**src/rtl/dff_pipeline_pkg.sv**
```systemverilog
// Shared definitions for the dff_pipeline register pipeline.
// Instantiating blocks use clog2_count() to size their own occupancy buses.
package dff_pipeline_pkg;

    // Width of an occupancy counter that must represent 0..depth inclusive.
    function automatic int clog2_count(input int depth);
        return $clog2(depth + 1);
    endfunction

endpackage

```
**src/rtl/dff_pipeline_pipe_stage.sv**
```systemverilog
// One pipeline stage: a valid flag and a data word with load-enable and clear.
// Data changes only on load, so a stalled stage holds its word bit-exact.
module pipe_stage #(
    parameter int               WIDTH     = 8,
    parameter logic [WIDTH-1:0] RESET_VAL = '0
) (
    input  logic             clk,
    input  logic             reset_n,
    input  logic             ld,
    input  logic             clr,
    input  logic [WIDTH-1:0] din,
    output logic             v,
    output logic [WIDTH-1:0] d
);

    // NOTE: sequential state uses non-blocking assignments so every flop samples pre-edge values.
    always_ff @(posedge clk or negedge reset_n) begin
        if (!reset_n) begin
            v <= 1'b0;
            d <= RESET_VAL;
        end else begin
            if (ld) begin
                d <= din;
            end
            if (clr) begin
                v <= 1'b0;
            end else if (ld) begin
                v <= 1'b1;
            end
        end
    end

endmodule

```
**src/rtl/dff_pipeline.sv**
```systemverilog
// Backpressure-aware register pipeline: DEPTH stages with bubble collapsing,
// synchronous flush and a registered occupancy count.
module dff_pipeline
    import dff_pipeline_pkg::*;
#(
    parameter int               WIDTH     = 8,
    parameter int               DEPTH     = 3,
    parameter logic [WIDTH-1:0] RESET_VAL = '0
) (
    input  logic                          clk,
    input  logic                          reset_n,
    input  logic                          flush,
    input  logic                          in_valid,
    output logic                          in_ready,
    input  logic [WIDTH-1:0]              in_data,
    output logic                          out_valid,
    input  logic                          out_ready,
    output logic [WIDTH-1:0]              out_data,
    output logic [clog2_count(DEPTH)-1:0] count
);

    localparam int CW = clog2_count(DEPTH);

    logic [DEPTH-1:0] w_v;
    logic [DEPTH-1:0] w_adv;
    logic [DEPTH-1:0] w_ld;
    logic [DEPTH-1:0] w_clr;
    logic [WIDTH-1:0] w_d [DEPTH];
    logic             w_accept;
    logic             w_drain;
    logic [CW-1:0]    r_count;

    // The output port acts as a virtual always-full stage whose advance is out_ready,
    // so every stage uses the same advance equation.
    always_comb begin : adv_chain
        logic v_up;
        logic adv_up;
        // NOTE: every combinational output gets a default first so no latch is inferred.
        w_adv  = '0;
        v_up   = 1'b1;
        adv_up = out_ready;
        for (int i = DEPTH - 1; i >= 0; i--) begin
            w_adv[i] = w_v[i] & (~v_up | adv_up);
            v_up     = w_v[i];
            adv_up   = w_adv[i];
        end
    end

    assign in_ready = reset_n & ~flush & (~w_v[0] | w_adv[0]);
    assign w_accept = in_valid & in_ready;
    assign w_drain  = w_v[DEPTH-1] & out_ready;

    for (genvar i = 0; i < DEPTH; i++) begin : g_stage
        logic [WIDTH-1:0] w_din;

        if (i == 0) begin : g_head
            assign w_ld[i] = w_accept;
            assign w_din   = in_data;
        end else begin : g_body
            assign w_ld[i] = w_adv[i-1];
            assign w_din   = w_d[i-1];
        end

        assign w_clr[i] = flush | (w_adv[i] & ~w_ld[i]);

        pipe_stage #(
            .WIDTH     (WIDTH),
            .RESET_VAL (RESET_VAL)
        ) u_stage (
            .clk     (clk),
            .reset_n (reset_n),
            .ld      (w_ld[i]),
            .clr     (w_clr[i]),
            .din     (w_din),
            .v       (w_v[i]),
            .d       (w_d[i])
        );
    end

    // Accept and drain in the same cycle cancel, so the count never leaves 0..DEPTH.
    always_ff @(posedge clk or negedge reset_n) begin
        if (!reset_n) begin
            r_count <= '0;
        end else if (flush) begin
            r_count <= '0;
        end else begin
            case ({w_accept, w_drain})
                2'b10:   r_count <= r_count + CW'(1);
                2'b01:   r_count <= r_count - CW'(1);
                default: r_count <= r_count;
            endcase
        end
    end

    assign count     = r_count;
    assign out_valid = w_v[DEPTH-1];
    assign out_data  = w_d[DEPTH-1];

endmodule
```
**config.mk**
```make
export PLATFORM = sky130hd
export DESIGN_NAME = dff_pipeline
export DESIGN_NICKNAME = d
export VERILOG_FILES = /design/src/rtl/dff_pipeline_pkg.sv /design/src/rtl/dff_pipeline_pipe_stage.sv /design/src/rtl/dff_pipeline.sv
export SDC_FILE = /design/constraint.sdc
export NUM_CORES = 1
export LEC_CHECK = 0
export ABC_AREA = 1
export CORE_ASPECT_RATIO = 0.6
export CORE_UTILIZATION = 44
export CTS_CLUSTER_SIZE = 14
export DETAILED_ROUTE_END_ITERATION = 8
export PLACE_DENSITY_LB_ADDON = 0.25
export SYNTH_ARGS = -nofsm -noshare
export SYNTH_HDL_FRONTEND = slang
export SYNTH_SLANG_ARGS = --single-unit
```
**constraint.sdc**
```tcl
create_clock -name clk -period 1.1 [get_ports clk]
set_input_delay 0.22 -clock clk [delete_from_list [all_inputs] [get_ports clk]]
set_output_delay 0.22 -clock clk [all_outputs]
set_load 0.03 [all_outputs]
```
Word-level counts from Yosys, hierarchy flattened --
Cells that the tools add are included.
Word-level totals: register bits after elaboration 29, bits of input ports 13, output and inout bits 12, logic and storage cells 45
Cells by class: add/subtract/negate cells 2, equality and inequality tests 2, mux-type cells 8, bitwise gates (word level) 22, reductions and logical operators 4
Operators with widths (count):
- AND 1 bit | 9
- inverter 1 bit | 7
- 2-to-1 mux 1 bit | 6
- bitwise OR 1 bit | 6
- nonzero test 2 bit | 3
- one-hot mux 2 bit (2 select lines) | 1
- nonzero test 3 bit | 1
- adder 2 x 1 -> 2 bit, second input constant | 1
- == test 2 x 1 -> 1 bit, second input constant | 1
- == test 2 bit, second input constant | 1
- 2-to-1 mux 2 bit | 1
- subtractor 2 x 1 -> 2 bit, second input constant | 1

Logic depth before layout (Yosys ltp) --
Gate-level depths: netlist of run 1.
depth after elaboration 12, gate-level depth with buffers 8, depth with buffers taken out 8

Cells and area by module --
Synthesis of run 1 repeated with hierarchy kept, for this count alone.
Second synthesis, totals: cells, all modules 146, area total of the unflattened synthesis 1237.4 um2
By module, submodules not included:
- pipe_stage | times used 3, cells an instance 37, area each 337.8 um2, seq. area each 225.2 um2
- dff_pipeline | times used 1, cells an instance 35, area each 224.0 um2, seq. area each 50.0 um2

Worst setup path after synthesis of run 1 --
OpenSTA, ideal clock, no wires.
path kind flip-flop to flip-flop, start reg g_stage[2].u_stage.v, end reg g_stage[2].u_stage.d[5], setup time 0.125 ns, data arrival time 1.274 ns, data required time 0.975 ns, setup slack -0.298 ns, cell stages (with the launch flop) 5, buffers on the path 1, clock period less this slack 1.398 ns, cells stage by stage dfrtp_1 -> nand2_1 -> nand2_1 -> buf_4 -> mux2_2
Between the ends: cells in the longest elaborated chain, start to end 3, elaborated cells between the ends (all ways) 4, those cells by class bitwise: 4
RTL lines:
- from (decl) | line dff_pipeline_pipe_stage.sv:12 | output logic v,
- from (signal assigned) | line dff_pipeline_pipe_stage.sv:19 | v <= 1'b0;
- from (signal assigned) | line dff_pipeline_pipe_stage.sv:26 | v <= 1'b0;
- from (signal assigned) | line dff_pipeline_pipe_stage.sv:28 | v <= 1'b1;
- AND 1 bit or inverter 1 bit (tied branches) | line dff_pipeline.sv:43 | w_adv[i] = w_v[i] & (~v_up | adv_up);
- bitwise OR 1 bit (*) | line dff_pipeline.sv:43
- AND 1 bit (*) | line dff_pipeline.sv:43
- to (signal assigned) | line dff_pipeline_pipe_stage.sv:23 | d <= din;
- to (decl) | line dff_pipeline_pipe_stage.sv:13 | output logic [WIDTH-1:0] d
Every way passes the cells marked *; elsewhere a longest branch is shown, timed or not. A chain may end at the register's enable or synchronous reset.

Worst setup path after layout of run 1 --
start reg g_stage[1].u_stage.v, end out in_ready
Between the ends: cells in the longest elaborated chain, start to end 5, elaborated cells between the ends (all ways) 6, those cells by class bitwise: 6
RTL lines:
- from (decl) | line dff_pipeline_pipe_stage.sv:12
- from (signal assigned) | line dff_pipeline_pipe_stage.sv:19
- from (signal assigned) | line dff_pipeline_pipe_stage.sv:26
- from (signal assigned) | line dff_pipeline_pipe_stage.sv:28
- AND 1 bit or inverter 1 bit (tied branches) | line dff_pipeline.sv:43
- bitwise OR 1 bit (*) | line dff_pipeline.sv:43
- AND 1 bit (*) | line dff_pipeline.sv:43
- bitwise OR 1 bit (*) | line dff_pipeline.sv:49 | assign in_ready = reset_n & ~flush & (~w_v[0] | w_adv[0]);
- AND 1 bit (*) | line dff_pipeline.sv:49
- to (decl) | line dff_pipeline.sv:14 | output logic in_ready,
Marked as above.

==> metrics.md, run 1 <==
| Metric | Value |
|---|---|
| Outcome | `finished, violations left` |
| Failing checks | `negative setup slack` |
| Worst vdd ir | `0.0009226 V` |
| Final hold viol count | `0` |
| Synth Area in Compound Gates | `under 10%` |
| Htree depth | `2` |
| Starting DRT DRC Count | `33` |
| Synth-to-Final Area Change | `61.97%` |
| DRT Wirelength | `between 2000 and 3000 um` |
| # IOs | `25` |
| Met2 Usage GRT | `29.90%` |
| CTS tree | `built` |
| Post-synthesis cell area | `1207 um^2` |
| CP Class | `reg2out` |
| Filler cells | `between 100 and 150` |
| Tightest Hold Check Type | `in2async` |
| CTS Hold Bufs | `0` |
| Tmin final | `1348 ps` |
| Pre-CTS setup slack | `-542.0 ps` |
| Register area | `between 700 and 800 um^2` |
| Net Count, Synth | `130` |
| Slew HR | `75.82%` |
| Clk buf depth | `2` |
| Largest net degree at the start of global routing | `30` |
| Die area | `about 3000 um^2` |
| Placer Congestion | `0.7101` |
| Iteration count of the initial detailed-routing pass | `4` |
| Synth Area in Simple Gates | `between 10% and 20%` |
| Via count | `984` |
| Initial Util | `between 40 and 50%` |
| DR WL/cell | `roughly 14 um` |
| Port Buffer Count | `24` |
| Avg Cell Area, Syn | `10.32 um^2` |
| Antenna diode count | `0` |
| Worst Path Required | `just under 900 ps` |
| Met1 Usage GRT | `26.69%` |
| Kind of end point of the critical path | `primary output` |
| GRT busiest layer | `met2` |
| Fin. max-slew vios | `0` |
| RSZ-0062 raised after global routing | `yes` |
| FF+latch count, synth | `29` |
| Worst Path Arrival | `about 1100 ps` |
| Pwr/cell area | `around 1700 nW/um^2` |
| Via/cell ratio | `4.995` |
| Final Skew | `7.766 ps` |
| First-pass GRT wire length | `4229 um` |
| Clock Sinks | `29` |
| Fin crit share | `122.5%` |
| XOR/XNOR Fraction of Synth Area | `less than 1%` |
| Sequential fraction of the synthesis area | `60.10%` |
| Main combinational cell family by area after synthesis | `simple AND/OR/NAND/NOR gates` |
| Area of the multi-input gates | `~630 um^2` |
| Grt ovf | `0` |
| Synth Area in Adders | `0%` |
| Max-Cap Viols | `0` |
| Fin worst setup slack | `-247.9 ps` |
| Die height | `between 40 and 50 um` |
| Final setup vio count | `29` |
| TritonCTS buffer count | `5` |
| Clock-pin slew on the worst setup and hold paths | `around 70 ps` |
| Peak fanout along the critical path | `2` |
| Startpoint Class | `flop` |
| Antenna Violating Nets Remaining | `0` |
| DP Wirelength | `1665 um` |
| Num rows | `14` |
| Core Region | `roughly 2600 um^2` |
| Share of layout cells above drive strength 1 | `52.12%` |
| Drt drc | `0` |
| Fmax | `between 0.7 and 0.8 GHz` |
| Die X | `69.63 um` |
| Syn Inst Count | `between 100 and 150` |
| Utilization after layout | `76.47%` |
| Vias in the first global route | `898` |
| Nets | `177` |
| Global Route met3 Usage | `5.769%` |
| Synth warn | `0` |
| Worst Tran Pin Value | `roughly 360 ps` |
| Mux cell area share after synthesis | `7.461%` |
| Tot GR Track Use | `around a fifth` |
| Antenna violations before repair | `0` |
| Root buffer cell | `clkbuf_8` |
| Worst-Skew Late Latency | `between 200 and 300 ps` |
| Worst-case reg-to-reg path depth | `8` |
| Leak pwr | `between 0.9 and 1 nW` |
| Distinct cells, synth | `17` |
where the power goes:
part	leakage [nW]	internal, mW	switching (mW)	total, mW
clock	0.0542	0.564	0.399	0.963
combinational	0.572	0.415	0.464	0.880
sequential	0.348	1.29	0.149	1.44
total	0.974	2.27	1.01	3.28
final cells by class:
cell class | count | area share [%]
clock buffers | 7 | 4.926
clock inverters | 1 | 0.2559
repair buffers | 42 | 19.96
multi-input cells | 69 | 32.31
flip-flops and latches | 29 | 37.24
inverters | 17 | 3.263
well taps | 32 | 2.047
repair_timing:
item                       in CTS  in global routing
pin swaps                       7                 10
gates cloned                    1                  0
gates resized for setup        30                 46
setup endpoints to repair      29                 32
setup buffers                   9                  2
hold endpoints to repair        0                  0
final timing paths:
path,startpoint,endpoint,slack [ps]
min in group clk,flush,g_stage[1].u_stage.v$_DFFE_PN0P_,470
max in group asynchronous,reset_n,g_stage[1].u_stage.v$_DFFE_PN0P_,700
max,g_stage[1].u_stage.v$_DFFE_PN0P_,in_ready,-250
min reg2reg,g_stage[1].u_stage.d[7]$_DFFE_PN0P_,g_stage[1].u_stage.d[7]$_DFFE_PN0P_,490
min,reset_n,g_stage[2].u_stage.d[7]$_DFFE_PN0P_,120
max reg2reg,g_stage[1].u_stage.v$_DFFE_PN0P_,count[0]$_DFFE_PN0P_,-210
critical path, stage by stage, from the launching register on:
cell     delay, ps
dfrtp_2        400
nand4_4        110
buf_6          130
nand2_4         50
inv_2           30
buf_6          120
through the flow:
stage               std cells  cell area [um^2]  hold slack (ps)  TNS [ps]  power, mW
floorplan                 117              1251           -75.59    -999.9      1.868
global placement          179              1539            465.3    -10640      2.151
detailed placement        179              1539            472.2    -12280      2.177
CTS                       197              1798            138.3     -4585      3.178
global route              197              1956            166.2     -4586      3.446
finish                    197              1956            122.0     -3607      3.283
cell usage in the layout (no fill, tap or decap), drive strengths merged:
cell / count
a21oi: 11
buf: 30
clkbuf: 7
clkdlybuf4s50: 9
clkinv: 1
dfrtp: 29
dlygate4sd2: 3
inv: 17
mux2: 8
nand2: 25
nand3: 3
nand3b: 1
nand4: 2
nor2: 10
o21ai: 8
xnor2: 1
per-layer routing:
layer / part of all wire [%] / routed length [um] / vias to the layer above
li1: - / - / 470
met1: 50 / 1350 / 491
met2: 45 / 1232 / 21
met3: 4.4 / 119 / 2
met4: 0.30 / 8 / 0
met5: 0 / 0 / -
synthesized netlist by cell type:
cell       n  area, um^2
nor2_2     1       6.260
xnor2_1    1       8.760
buf_4      2       15.01
a21oi_1   11       55.05
nand4_1    1       6.260
inv_1     17       63.81
nand4_4    1       21.27
nand3b_1   1       7.510
nand2_2    2       12.51
dfrtp_1   29       725.7
nand3_1    2       10.01
nor2_1     9       33.78
mux2_2     8       90.09
nand3_4    1       17.52
buf_6      1       11.26
o21ai_0    8       40.04
nand2_1   22       82.58
registers in the layout, summed over array words and instances, names as in the netlist:
signal             flops
g_stage.u_stage.d     24
count                  2
g_stage.u_stage.v      3
cell families (layout without fill, tap and decap cells):
group                  count (synthesis)  in the layout
flip-flops                            29             29
XOR/XNOR                               1              1
AND/OR/NAND/NOR                       40             41
buffers and inverters                 20             67
AO/OA/AOI/OAI                         19             19
multiplexers                           8              8
(Power assumes the default switching activity.)
==> run 2, diff against run 1 <==
--- a/config.mk
+++ b/config.mk
@@ -11,6 +11,8 @@
 export CTS_CLUSTER_SIZE = 14
 export DETAILED_ROUTE_END_ITERATION = 8
 export PLACE_DENSITY_LB_ADDON = 0.25
+export SETUP_SLACK_MARGIN = 0.15
+export SLEW_MARGIN = 20
 export SYNTH_ARGS = -nofsm -noshare
 export SYNTH_HDL_FRONTEND = slang
 export SYNTH_SLANG_ARGS = --single-unit
==> run 2 against run 1 <==
- the flow still finishes with violations (negative setup slack)
- largest power group unchanged
- critical endpoint unchanged
- first-iteration DRC count grew to 2.8 times the previous value
- critical path type unchanged
- highest routed layer unchanged
- setup slack gained 25 ps
- power increased by 6.7%
- non-clock buffer count rose by 7
==> metrics.md, run 2 (synthesis gave the netlist of run 1 again) <==
| Metric | Value |
|---|---|
| Slowest stage cell, crit path | `dfrtp_2 (unchanged)` |
| Largest net degree at the start of global routing | `30 (unchanged)` |
| Starting DRT DRC Count | `93 (was 33)` |
| Pwr/cell area | `1714 nW/um^2 (was 1679 nW/um^2)` |
| Tmin final | `1323 ps (was 1348 ps)` |
| DRT Wirelength | `3262 um (was 2710 um)` |
| Placer Congestion | `0.8023 (was 0.7101)` |
| Clk buf depth | `2 (unchanged)` |
| Core Region | `2557 um^2 (unchanged)` |
| Fmax | `0.7559 GHz (was 0.7419 GHz)` |
| Failing checks | `negative setup slack (unchanged)` |
| Total power | `3.503 mW (was 3.283 mW)` |
| Antenna violations before repair | `0 (unchanged)` |
| CP Class | `reg2out (unchanged)` |
| Iteration count of the initial detailed-routing pass | `4 (unchanged)` |
| Leak pwr | `1.000 nW (was 0.9737 nW)` |
| Clk pwr share | `27.8% (was 29.3%)` |
| Post-placement cell count | `179 (unchanged)` |
| Comb pwr share | `31.4% (was 26.8%)` |
| Num rows | `14 (unchanged)` |
| Fin crit share | `120.3% (was 122.5%)` |
| Psw | `1.070 mW (was 1.012 mW)` |
| First-pass GRT wire length | `4671 um (was 4229 um)` |
| Die X | `69.63 um (unchanged)` |
| Worst Tran Pin Value | `361.9 ps (was 362.7 ps)` |
| Slew HR | `75.87% (was 75.82%)` |
| Worst vdd ir | `0.0009129 V (was 0.0009226 V)` |
| Peak fanout along the critical path | `3 (was 2)` |
| DR WL/cell | `15.99 um (was 13.76 um)` |
| Most frequent cells in the layout | `dfrtp_1 (27), buf_4 (19), buf_6 (16) (was dfrtp_1 (27), buf_4 (17), inv_1 (13), buf_6 (13), nand2_1 (11))` |
| Clock-pin slew on the worst setup and hold paths | `60 ps (was 70 ps)` |
| Die area | `2964 um^2 (unchanged)` |
| CTS Hold Bufs | `0 (unchanged)` |
| Sequential power share | `40.9% (was 43.9%)` |
| Final setup vio count | `22 (was 29)` |
| Worst-case reg-to-reg path depth | `7 (was 8)` |
| Worst Path Required | `880 ps (about the same)` |
| Max reg flops | `24 (unchanged)` |
| Startpoint Class | `flop (unchanged)` |
| RSZ-0062 raised after global routing | `yes (unchanged)` |
| Fin worst setup slack | `-223.0 ps (was -247.9 ps)` |
| Grt ovf | `0 (unchanged)` |
| Die height | `42.58 um (unchanged)` |
| Clock Sinks | `29 (unchanged)` |
| Worst Path Arrival | `1100 ps (was 1130 ps)` |
| Tot GR Track Use | `22.00% (was 19.39%)` |
| Htree depth | `2 (unchanged)` |
| Fin. max-slew vios | `0 (unchanged)` |
| Area of the multi-input gates | `635.6 um^2 (was 631.9 um^2)` |
| Leading cell type in the layout, fill and taps excluded | `dfrtp_1 (unchanged)` |
| Reg with most FFs | `g_stage.u_stage.d (unchanged)` |
| Root buffer cell | `clkbuf_8 (unchanged)` |
| Critical-path cell list | `nand4_4 -> nand2_2 -> inv_2 -> buf_6 (was nand4_4 -> buf_6 -> nand2_4 -> inv_2 -> buf_6)` |
| Filler cells | `143 (was 148)` |
| P_int | `2.433 mW (was 2.271 mW)` |
| Register area | `728.2 um^2 (unchanged)` |
| Antenna diode count | `0 (unchanged)` |
| Finished Layout Cells | `204 (was 197)` |
| Antenna Violating Nets Remaining | `0 (unchanged)` |
| Tightest Hold Check Type | `in2async (unchanged)` |
| CTS tree | `built (unchanged)` |
| Initial Util | `47.21% (unchanged)` |
| Hold_ws | `153.0 ps (was 122.0 ps)` |
| Synth-to-Final Area Change | `69.22% (was 61.97%)` |
| Final hold viol count | `0 (unchanged)` |
| Vias in the first global route | `1014 (was 898)` |
| Via/cell ratio | `5.000 (was 4.995)` |
| Max-Cap Viols | `0 (unchanged)` |
| Final Skew | `4.679 ps (was 7.766 ps)` |
| Sw frac | `30.55% (was 30.83%)` |
| Via count | `1020 (was 984)` |
| DP Wirelength | `1596 um (was 1665 um)` |
| Nets | `184 (was 177)` |
| Drt drc | `0 (unchanged)` |
| Share of layout cells above drive strength 1 | `55.81% (was 52.12%)` |
| CP peak stage delay | `410 ps (was 400 ps)` |
| TritonCTS buffer count | `5 (unchanged)` |
| # IOs | `25 (unchanged)` |
| Port Buffer Count | `24 (unchanged)` |
| Kind of end point of the critical path | `primary output (unchanged)` |
| Worst-Skew Late Latency | `280 ps (about the same)` |
| Outcome | `finished, violations left (unchanged)` |
-- run 2: what timing repair did --
item | CTS | global route
cloned | 1 | 0
resized for setup | 42 | 40
pin swaps | 8 | 8
buffers inserted | 8 | 8
endpoints found under the setup margin | 39 | 40
-- run 2: worst max-delay path: cells and delay by family, from the launching register on --
family	cells	cell delay, ps
buf+inv	2	160
flops	1	410
simple gates	2	240
-- run 2: power groups by stage --
stage	combinational (mW)	clock (mW)	sequential [mW]
2_1_floorplan	0.274	0	1.60
3_3_place_gp	0.745	0	1.41
3_5_place_dp	0.760	0	1.41
4_1_cts	0.919	0.968	1.41
5_1_grt	1.17	1.04	1.46
6_report	1.10	0.973	1.43
-- run 2: layer usage --
layer	global-route usage [%]	share of wire, %	vias up
met5	0	0	-
met1	28.06	44	500
met2	34.76	50	29
li1	-	-	482
met3	6.731	4.0	9
met4	10.40	1.9	0
-- run 2: final timing paths --
kind,from,to,slack [ps]
hold reg to reg,g_stage[1].u_stage.d[7]$_DFFE_PN0P_,g_stage[1].u_stage.d[7]$_DFFE_PN0P_,500
max in group asynchronous,reset_n,g_stage[1].u_stage.v$_DFFE_PN0P_,660
setup / recovery,g_stage[1].u_stage.v$_DFFE_PN0P_,in_ready,-220
setup reg to reg,g_stage[1].u_stage.v$_DFFE_PN0P_,count[1]$_DFFE_PN0P_,-150
hold / removal,reset_n,g_stage[2].u_stage.d[3]$_DFFE_PN0P_,150
min in group clk,g_stage[1].u_stage.d[7]$_DFFE_PN0P_,g_stage[1].u_stage.d[7]$_DFFE_PN0P_,500
-- run 2: metrics by stage --
step	util [%]	setup slack [ps]	setup TNS [ps]	instance area, um^2
after CTS	72.02	-193.6	-1456	1842
after floorplan	-	-106.3	-1003	1251
after detailed placement	60.18	-486.2	-11260	1539
after global routing	79.89	-251.3	-2696	2043
after global placement	60.18	-449.6	-10480	1539
final	79.89	-223.0	-2010	2043
-- run 2: layout make-up --
class	instances	area share [%]
well taps	32	1.960
multi-input cells	69	31.11
clock inverters	1	0.2449
repair buffers	49	23.21
clock buffers	7	4.715
inverters	17	3.123
flip-flops and latches	29	35.64
==> run 3, diff against run 2 <==
--- a/config.mk
+++ b/config.mk
@@ -7,6 +7,7 @@
 export LEC_CHECK = 0
 export ABC_AREA = 1
 export CORE_ASPECT_RATIO = 0.6
+export CORE_MARGIN = 2
 export CORE_UTILIZATION = 44
 export CTS_CLUSTER_SIZE = 14
 export DETAILED_ROUTE_END_ITERATION = 8
==> run 3 against run 2 <==
- the run still ends with negative setup slack left
- power increased by 2.1%
- global-route usage decreased by 3.2 points
- flip-flop and latch count unchanged
- clock power increased by 17%
- non-clock buffer count decreased by 1
- utilization decreased by 3.8 points
- count of clock-buffer cells in the layout unchanged
- register-to-register slack got worse by 60 ps
- fmax decreased by 2.8%
- clock skew increased by 4.5 ps
- final area decreased by 4.8%
- highest routed layer is now met3
==> metrics.md, run 3 (synthesis gave the netlist of run 1 again) <==
| Metric | Value |
|---|---|
| Outcome | `finished, violations left (unchanged)` |
| Failing checks | `negative setup slack (unchanged)` |
| Fin. max-slew vios | `0 (unchanged)` |
| Area of the multi-input gates | `534.3 um^2 (was 635.6 um^2)` |
| Clk pwr share | `31.9% (was 27.8%)` |
| First-pass GRT wire length | `4374 um (was 4671 um)` |
| Fmax | `0.7348 GHz (was 0.7559 GHz)` |
| Register area | `728.2 um^2 (unchanged)` |
| Antenna violations before repair | `0 (unchanged)` |
| Worst vdd ir | `0.001331 V (was 0.0009129 V)` |
| Tot GR Track Use | `18.79% (was 22.00%)` |
| Worst Tran Pin Value | `364.7 ps (was 361.9 ps)` |
| Final hold viol count | `0 (unchanged)` |
| Die X | `71.63 um (was 69.63 um)` |
| Worst-Skew Late Latency | `280 ps (about the same)` |
| Final setup vio count | `22 (unchanged)` |
| CTS tree | `built (unchanged)` |
| Antenna diode count | `0 (unchanged)` |
| Worst Path Required | `880 ps (about the same)` |
| Core Region | `2557 um^2 (unchanged)` |
| Starting DRT DRC Count | `41 (was 93)` |
| Final instance area | `1946 um^2 (was 2043 um^2)` |
| Pre-CTS setup slack | `-533.3 ps (was -486.2 ps)` |
| Reg with most FFs | `g_stage.u_stage.d (unchanged)` |
| Nets | `183 (was 184)` |
| Clock-pin slew on the worst setup and hold paths | `70 ps (was 60 ps)` |
| Largest net degree at the start of global routing | `30 (unchanged)` |
| Num rows | `14 (unchanged)` |
| Final Skew | `9.179 ps (was 4.679 ps)` |
| # IOs | `25 (unchanged)` |
| TritonCTS buffer count | `5 (unchanged)` |
| Clk buf depth | `2 (unchanged)` |
| Comb pwr share | `28.4% (was 31.4%)` |
| Filler cells | `169 (was 143)` |
| DRT Wirelength | `2831 um (was 3262 um)` |
| RSZ-0062 raised after global routing | `yes (unchanged)` |
| Sw frac | `28.05% (was 30.55%)` |
| Pwr/cell area | `1839 nW/um^2 (was 1714 nW/um^2)` |
| Max-Cap Viols | `0 (unchanged)` |
| Vias in the first global route | `952 (was 1014)` |
| Placed Area | `1546 um^2 (was 1539 um^2)` |
| Leak pwr | `0.9939 nW (was 1.000 nW)` |
| Worst Path Arrival | `1140 ps (was 1100 ps)` |
| Via/cell ratio | `4.803 (was 5.000)` |
| Htree depth | `2 (unchanged)` |
| Startpoint Class | `flop (unchanged)` |
| Tmin final | `1361 ps (was 1323 ps)` |
| Die height | `44.58 um (was 42.58 um)` |
| Placer Congestion | `0.7510 (was 0.8023)` |
| DP Wirelength | `1689 um (was 1596 um)` |
| Psw | `1.003 mW (was 1.070 mW)` |
| Leading cell type in the layout, fill and taps excluded | `dfrtp_1 (unchanged)` |
| Clock Sinks | `29 (unchanged)` |
| Sequential power share | `39.7% (was 40.9%)` |
| Drt drc | `0 (unchanged)` |
| Peak fanout along the critical path | `3 (unchanged)` |
| Most frequent cells in the layout | `dfrtp_1 (27), buf_4 (18), buf_6 (17) (was dfrtp_1 (27), buf_4 (19), buf_6 (16))` |
| Slew HR | `75.69% (was 75.87%)` |
| Antenna Violating Nets Remaining | `0 (unchanged)` |
| Root buffer cell | `clkbuf_8 (unchanged)` |
| Kind of end point of the critical path | `primary output (unchanged)` |
| CP Class | `reg2out (unchanged)` |
| Grt ovf | `0 (unchanged)` |
| Die area | `3193 um^2 (was 2964 um^2)` |
| DR WL/cell | `13.95 um (was 15.99 um)` |
| Max reg flops | `24 (unchanged)` |
| Via count | `975 (was 1020)` |
| Tightest Hold Check Type | `in2async (unchanged)` |
| P_int | `2.574 mW (was 2.433 mW)` |
| Iteration count of the initial detailed-routing pass | `4 (unchanged)` |
| Port Buffer Count | `24 (unchanged)` |
| Synth-to-Final Area Change | `61.14% (was 69.22%)` |
| Initial Util | `47.21% (unchanged)` |
| Share of layout cells above drive strength 1 | `47.37% (was 55.81%)` |
| Fin worst setup slack | `-261.0 ps (was -223.0 ps)` |
| Fin crit share | `123.7% (was 120.3%)` |
## run 3: layer usage
metal	global-route usage (%)	part of all wire, %
met1	24.63	47
met2	30.19	47
met3	7.745	5.5
met4	3.396	0
met5	0	0
## run 3: worst max-delay path: stages, from the launching register on
cell and delay [ps]:
dfrtp_2 410, nand4_4 120, buf_6 130, nand2_2 50, inv_2 30, buf_6 120
## run 3: final timing paths
| path | startpoint | endpoint | slack, ps | cells after the start |
|---|---|---|---|---|
| min in group clk | out_ready | g_stage[2].u_stage.v$_DFFE_PN0P_ | 370 | 4 |
| setup / recovery | g_stage[1].u_stage.v$_DFFE_PN0P_ | in_ready | -260 | 5 |
| max in group asynchronous | reset_n | g_stage[1].u_stage.v$_DFFE_PN0P_ | 670 | 2 |
| hold reg to reg | g_stage[1].u_stage.d[6]$_DFFE_PN0P_ | g_stage[1].u_stage.d[6]$_DFFE_PN0P_ | 490 | 2 |
| setup reg to reg | g_stage[1].u_stage.v$_DFFE_PN0P_ | count[1]$_DFFE_PN0P_ | -210 | 8 |
| hold / removal | reset_n | g_stage[2].u_stage.v$_DFFE_PN0P_ | 140 | 2 |
## run 3: per-stage QoR
stage	util (%)	TNS (ps)	hold slack (ps)	std cells	total power, mW
after floorplan	-	-1003	-75.59	117	1.870
after global placement	60.47	-10530	461.1	180	2.155
after detailed placement	60.47	-11250	473.5	180	2.179
after CTS	70.74	-3665	143.9	197	3.503
after global routing	76.08	-3400	187.2	203	3.756
final	76.08	-2490	141.3	203	3.578
## run 3: layout make-up
type | count | area share (%)
Timing Repair Buffer | 48 | 23.79
Clock buffer | 7 | 4.437
Clock inverter | 1 | 1.543
Sequential cell | 29 | 37.43
Multi-Input combinational cell | 69 | 27.46
Tap cell | 32 | 2.058
Inverter | 17 | 3.280
## run 3: power by group through the flow
stage,registers (mW),clock network [mW],logic (mW)
after floorplan,1.60,0,0.274
after global placement,1.41,0,0.747
after detailed placement,1.42,0,0.761
after CTS,1.41,1.16,0.925
after global routing,1.44,1.22,1.09
final,1.42,1.14,1.02
## run 3: repair_timing
action / CTS / global route
gates cloned: 0 / 1
pin swaps: 3 / 4
gates resized for setup: 24 / 29
endpoints found under the setup margin: 39 / 40
hold buffers: 0 / 0
setup buffers: 9 / 5
